[src/rtl/mul_seq_ctrl.sv]
// mul_seq_ctrl: iterative shift-add controller for an unsigned W x W multiply.
// Sequences one external W-bit adder over W steps to build a 2W-bit product.
// Ports:
//   clk, rst                    clock, asynchronous active-low reset
//   in_valid/in_ready/in_a/in_b operand handshake (multiplicand a, multiplier b)
//   out_valid/out_ready/out_p   product handshake, out_p = {H, Q}
//   add_a/add_b                 adder operands (accumulator, gated multiplicand)
//   add_sum/add_cout            adder result (same cycle, or next cycle if ADD_PIPE=1)
//   busy                        high in every state except IDLE
module mul_seq_ctrl #(
  parameter int unsigned W        = 8,
  parameter int unsigned ADD_PIPE = 0
) (
  input  logic           clk,
  input  logic           rst,
  input  logic           in_valid,
  output logic           in_ready,
  input  logic [W-1:0]   in_a,
  input  logic [W-1:0]   in_b,
  output logic           out_valid,
  input  logic           out_ready,
  output logic [2*W-1:0] out_p,
  output logic [W-1:0]   add_a,
  output logic [W-1:0]   add_b,
  input  logic [W-1:0]   add_sum,
  input  logic           add_cout,
  output logic           busy
);

  localparam int unsigned CW = $clog2(W) + 1;

  typedef enum logic [1:0] {IDLE, RUN, WAIT, DONE} state_t;

  state_t        state, state_nxt;
  logic [W-1:0]  m_q, h_q, q_q;
  logic [W-1:0]  m_d, h_d, q_d;
  logic [CW-1:0] cnt_q, cnt_d;
  logic          step;
  logic          last;

  // The step that sees cnt = W-1 is the W-th and final one.
  assign last = (cnt_q == CW'(W - 1));

  // State and datapath registers.
  always_ff @(posedge clk or negedge rst) begin
    if (!rst) begin
      state <= IDLE;
      m_q   <= '0;
      h_q   <= '0;
      q_q   <= '0;
      cnt_q <= '0;
    end else begin
      state <= state_nxt;
      m_q   <= m_d;
      h_q   <= h_d;
      q_q   <= q_d;
      cnt_q <= cnt_d;
    end
  end

  // Next-state and datapath update.
  always_comb begin
    state_nxt = state;
    m_d       = m_q;
    h_d       = h_q;
    q_d       = q_q;
    cnt_d     = cnt_q;
    step      = 1'b0;
    case (state)
      IDLE: begin
        if (in_valid) begin
          m_d       = in_a;
          q_d       = in_b;
          h_d       = '0;
          cnt_d     = '0;
          state_nxt = RUN;
        end
      end
      RUN: begin
        // With a registered adder, RUN only presents operands; WAIT consumes the result.
        if (ADD_PIPE == 0) begin
          step      = 1'b1;
          state_nxt = last ? DONE : RUN;
        end else begin
          state_nxt = WAIT;
        end
      end
      WAIT: begin
        step      = 1'b1;
        state_nxt = last ? DONE : RUN;
      end
      DONE: begin
        if (out_ready) state_nxt = IDLE;
      end
      default: state_nxt = IDLE;
    endcase
    // Shift {cout, sum, Q} right by one: sum LSB becomes the next product low bit.
    if (step) begin
      h_d   = {add_cout, add_sum[W-1:1]};
      q_d   = {add_sum[0], q_q[W-1:1]};
      cnt_d = cnt_q + CW'(1);
    end
  end

  // Outputs decoded from registers only.
  assign in_ready  = (state == IDLE);
  assign out_valid = (state == DONE);
  assign busy      = (state != IDLE);
  assign out_p     = {h_q, q_q};
  assign add_a     = h_q;
  assign add_b     = q_q[0] ? m_q : '0;

endmodule

[config.mk]
export PLATFORM = sky130hd
export DESIGN_NAME = mul_seq_ctrl
export DESIGN_NICKNAME = d
export VERILOG_FILES = /design/src/rtl/mul_seq_ctrl.sv
export SDC_FILE = /design/constraint.sdc
export NUM_CORES = 1
export LEC_CHECK = 0
export BUFFER_PORTS_ARGS = -buffer_cell sky130_fd_sc_hd__buf_2
export CORE_ASPECT_RATIO = 1.1
export CORE_MARGIN = 1
export CORE_UTILIZATION = 30
export DETAILED_ROUTE_END_ITERATION = 16
export GPL_ROUTABILITY_DRIVEN = 0
export SETUP_SLACK_MARGIN = 0.5
export SYNTH_ARGS = -nofsm -noshare
export SYNTH_HDL_FRONTEND = slang
export SYNTH_SLANG_ARGS = --single-unit
[constraint.sdc]
create_clock -name clk -period 1.9 [get_ports clk]
set_clock_uncertainty 0.05 [all_clocks]
set_input_delay 0.475 -clock clk [delete_from_list [all_inputs] [get_ports clk]]
set_output_delay 0.475 -clock clk [all_outputs]
set_load 0.05 [all_outputs]
Word-level counts from Yosys, hierarchy flattened
Cells that the tools add are included.
{"block": "word_totals", "regBits": 30, "latchBits": 0, "ram_bits": 0, "mem_bits_ro": 0, "wordCells": 35, "n_memories": 0}
{"block": "classes", "add_sub_neg": 1, "multipliers": 0, "div": 0, "magnitude_cmp": 0, "eq_ne": 6, "shift": 0, "n_mux": 15, "bitwise_logic": 0, "reduce_logical": 8}
{"op": "8-bit two-way mux", "count": 7}
{"op": "4-bit two-way mux", "count": 3}
{"op": "2-bit two-way mux", "count": 3}
{"op": "2-bit case mux with 3 select lines", "count": 1}
{"op": "2-bit AND reduction", "count": 3}
{"op": "2-bit nonzero test", "count": 3}
{"op": "4-bit by 1-bit adder with 4-bit output (second input constant)", "count": 1}
{"op": "2-bit equality test (second input constant)", "count": 2}
{"op": "4-bit by 3-bit equality test with 1-bit output (second input constant)", "count": 1}
{"op": "2-bit by 1-bit equality test with 1-bit output (second input constant)", "count": 1}
{"op": "2-bit zero test", "count": 1}
{"op": "2-bit by 1-bit != test with 1-bit output (second input constant)", "count": 1}
{"op": "2-bit != test (second input constant)", "count": 1}
{"op": "2-bit OR reduction", "count": 1}
{"op": "1-bit two-way mux", "count": 1}

Depth between registers and ports, before layout
{"block": "depth", "word_depth": 5, "ltp_mapped": 6}

Least setup slack after synthesis
Ideal clock, no wire load.
{"block": "synth_path", "path_kind": "flip-flop to flip-flop", "from": "register state[0]", "to": "register state[0]", "setup_time_ns": 0.079, "arrival_ns": 1.830, "t_required_ns": 1.771, "slack_ns": -0.060, "stages_incl_launch_ff": 6, "n_path_buf": 0, "period_less_slack_ns": 1.960, "cell_sequence": "dfrtp_1 inv_1 ha_1 inv_1 o22ai_1 mux2i_1"}
{"block": "synth_via", "elab_chain_len": 3, "word_cells_on_any_way": 9, "classes_between": "eq/ne (5); mux (1); reduce/logical (3)"}
{"element": "start: declaration", "line_no": "34", "source": "state_t state, state_nxt;"}
{"element": "start signal: assignment", "line_no": "53", "source": "state <= state_nxt;"}
{"element": "2-bit zero test (*)"}
{"element": "named net in_ready", "line_no": "17", "source": "output logic in_ready,"}
{"element": "2-bit != test (no source line)"}
{"element": "2-bit AND reduction (no source line)"}
The timed path passes the listed nets; every way through them passes the cells marked *.
A chain may end at the register's enable or synchronous reset.

Worst setup path after layout
{"block": "layout_path", "from": "register state[0]", "to": "output busy"}
{"block": "layout_via", "elab_chain_len": 1}
{"element": "2-bit nonzero test", "line_no": "108", "source": "assign busy = (state != IDLE);"}
{"element": "end: declaration", "line_no": "27", "source": "output logic busy"}
No other way between the ends.

==> results.cfg <==
[route]
routed_wire_length_per_instance_um = 14.61
drt_iter0_drc = 33
met3_length_um = 257
m1_wl_mm = 1.473
route.detailed.drc = 0
postRouteAntennaNets = 0
drt_wl_total_mm = 3.785
dr_total_vias = 1217
wl_met2_mm = 1.990
number_of_iterations_in_the_first_detailed_routing_pass = 5
dr.max_layer_used = met4
viasPerCell = 4.699

[place]
port_buffers = 63
placement.setup.worst_slack_ns = 0.2279
hpwlAfterDp_mm = 2.193
placed_area_mm2 = 0.001779

[finish]
finalInstanceArea_mm2 = 0.002495
post-route-util_pct = 56.57
drive_above_1_share_pct = 71.22
fill_cells = 386
layout-area-overhead-vs-synth_pct = 76.15
fin_nets = 237
n_antenna_cell = 0

[synthesis]
register_bit_count_reported_by_yosys = 30
synth_area_mm2 = 0.001416
synth.top_cells.by_count = 30 x sky130_fd_sc_hd__dfrtp_1, 10 x sky130_fd_sc_hd__a22o_1, 10 x sky130_fd_sc_hd__mux2_2, 10 x sky130_fd_sc_hd__mux2i_1, 9 x sky130_fd_sc_hd__buf_4
post_synth_main_area_contributors = sky130_fd_sc_hd__dfrtp_1 53%, sky130_fd_sc_hd__mux2_2 8.0%, sky130_fd_sc_hd__mux2i_1 7.1%
synth_async_sr_flop_share_pct = 100.0
yosys.area.top_type = sky130_fd_sc_hd__dfrtp_1
synthesis.yosys.warnings = 0
synth_fp_nets = 148
top_flip_flop_cell_by_instance_count_after_synthesis = sky130_fd_sc_hd__dfrtp_1
synth_seq_area_share_pct = 53.00
synth.most_common_cell = sky130_fd_sc_hd__dfrtp_1
post_synth_inst_count = 115
fraction_of_synthesized_cell_area_taken_by_the_top_area_cell_type_pct = 53.00
syn-mean-instance-area_um2 = 12.32
synthDistinctLibCells = 21
number_of_enable_flip_flop_cells_after_synthesis = 0

[sta]
worst_rel_slew_slack_pct = 56.09
share_of_the_clock_period_used_by_the_worst_path_after_layout_pct = 89.28
transition_at_the_pin_with_the_smallest_max_transition_slack_ns = 0.6586
fin_crit_ns = 1.696
timing.setup.tns_ns = 0
setup_slack_ns = 0.2037
timing.final.setup_violations = 0
maxClockFrequency_mhz = 589.5
hold_viol = 0
rsz0062_at_grt = yes
final-max-slew-violation-count = 0

[grt]
grt_pass1_vias = 1282
grt_antenna_before_repair = 0
gr-total-overflow = 0
grt_pass1_wl_mm = 5.720
groute.usage.overall_pct = 15.48
grt_start_max_net_pins = 31

[cts]
h-tree-depth = 2
clk_transition_reported_paths_ns = 0.07
clk-insertion-delay-late_ns = 0.28
clock_sinks = 30
cts_root_buf = sky130_fd_sc_hd__clkbuf_8
postCtsHoldBufs = 0
tritoncts.num_buffers = 5
clock_path_buffers = 2
cts_tree = yes

[die]
top_level_ports = 64
dieArea_mm2 = 0.005001
floorplan.die.width_um = 67.52
rows = 25
placeableCoreArea_mm2 = 0.004410
die-height_um = 74.07
start_util_pct = 32.11

[flow_run]
drv_cap = 0

[worst_setup_path]
critical_path_peak_fanout = 3
critPathKind = register to output pin
data_arrival_time_of_the_critical_path_ns = 1.17
element_type_at_the_critical_path_end = output pin
data_required_time_of_the_critical_path_ns = 1.37
timing.critical_path.from_type = register

[run_status]
outcome = finished, final reports clean

[min_path]
min-delay-path-class = primary input to async pin
## registers in the layout (all words and copies together), names as in the netlist
| signal | count |
|---|---|
| state | 2 |
| q_q | 8 |
| m_q | 8 |
| cnt_q | 4 |
| add_a | 8 |
## per-stage QoR
step	hold slack (ns)	cells
after global routing	0.2133	259
after floorplan	0.1294	115
after CTS	0.1945	249
final	0.1707	259
after detailed placement	0.4501	221
after global placement	0.4380	221
## cell usage in the layout (no fill, tap or decap)
master,netlist,layout
sky130_fd_sc_hd__a211oi_2,0,1
sky130_fd_sc_hd__a21oi_1,1,1
sky130_fd_sc_hd__a22o_1,10,10
sky130_fd_sc_hd__and2_4,0,8
sky130_fd_sc_hd__and2b_4,0,1
sky130_fd_sc_hd__buf_12,0,2
sky130_fd_sc_hd__buf_16,0,2
sky130_fd_sc_hd__buf_2,0,28
sky130_fd_sc_hd__buf_4,9,17
sky130_fd_sc_hd__buf_6,3,39
sky130_fd_sc_hd__buf_8,0,5
sky130_fd_sc_hd__bufbuf_16,0,1
sky130_fd_sc_hd__clkbuf_8,0,6
sky130_fd_sc_hd__clkinv_2,0,1
sky130_fd_sc_hd__clkinvlp_4,0,2
sky130_fd_sc_hd__dfrtp_1,30,21
sky130_fd_sc_hd__dfrtp_2,0,9
sky130_fd_sc_hd__ha_1,4,2
sky130_fd_sc_hd__ha_4,0,2
sky130_fd_sc_hd__inv_1,5,2
sky130_fd_sc_hd__inv_2,0,2
sky130_fd_sc_hd__mux2_2,10,10
sky130_fd_sc_hd__mux2i_1,10,9
sky130_fd_sc_hd__mux2i_2,0,1
sky130_fd_sc_hd__nand2_1,8,8
sky130_fd_sc_hd__nand2_2,1,1
sky130_fd_sc_hd__nand3_1,1,1
sky130_fd_sc_hd__nand4_1,1,1
sky130_fd_sc_hd__nand4b_1,1,1
sky130_fd_sc_hd__nor2_1,1,1
sky130_fd_sc_hd__o21ai_1,8,2
sky130_fd_sc_hd__o21ai_2,0,6
sky130_fd_sc_hd__o21bai_4,1,1
sky130_fd_sc_hd__o22ai_4,0,1
## final cells by class
class / count / area, um^2 / share of cell area [%]
repair buffers: 94 / 909.6 / 36.46
flip-flops and latches: 30 / 762.0 / 30.54
multi-input cells: 68 / 638.1 / 25.58
clock buffers: 6 / 82.58 / 3.310
well taps: 54 / 67.56 / 2.708
inverters: 5 / 22.52 / 0.9027
clock inverters: 2 / 12.51 / 0.5015
## per-layer routing
layer	up-vias	track usage, %
li1	571	-
met1	590	17.72
met2	49	26.40
met3	7	5.215
met4	0	5.910
met5	-	0
## final timing paths
| kind | startpoint | endpoint | slack (ns) | depth (start not counted) |
|---|---|---|---|---|
| min | rst | add_a[0] | 0.17 | 1 |
| max reg2reg | state[0] | q_q[3] | 0.33 | 6 |
| min reg2reg | m_q[0] | m_q[0] | 0.47 | 1 |
| max | state[0] | busy | 0.20 | 4 |
| min in group clk | in_a[3] | m_q[3] | 0.37 | 2 |
| max in group asynchronous | rst | add_a[7] | 1.16 | 1 |
## logic make-up after synthesis
logic type	after synthesis	share of synthesized area [%]
AOI/OAI and AO/OA	22	11.66
adders and majority gates	4	3.534
buffers and inverters	17	8.480
DFF	30	53.00
muxes	20	15.02
and+or+nand+nor	22	8.304
## what timing repair did
item / CTS / global route
buffers inserted: 17 / 10
resized for setup: 89 / 10
setup endpoints to repair: 54 / 57
cloned: 3 / 0
pin swaps: 6 / 3
## worst max-delay path, stage by stage (launching register included)
cell                         delay [ns]
sky130_fd_sc_hd__dfrtp_1           0.40
sky130_fd_sc_hd__inv_2             0.09
sky130_fd_sc_hd__ha_4              0.16
sky130_fd_sc_hd__clkinvlp_4        0.09
sky130_fd_sc_hd__buf_8             0.15
Power is left out: the tool's default activity adds up to more than one toggle a clock period on the data nets, which glitch-free logic cannot reach.
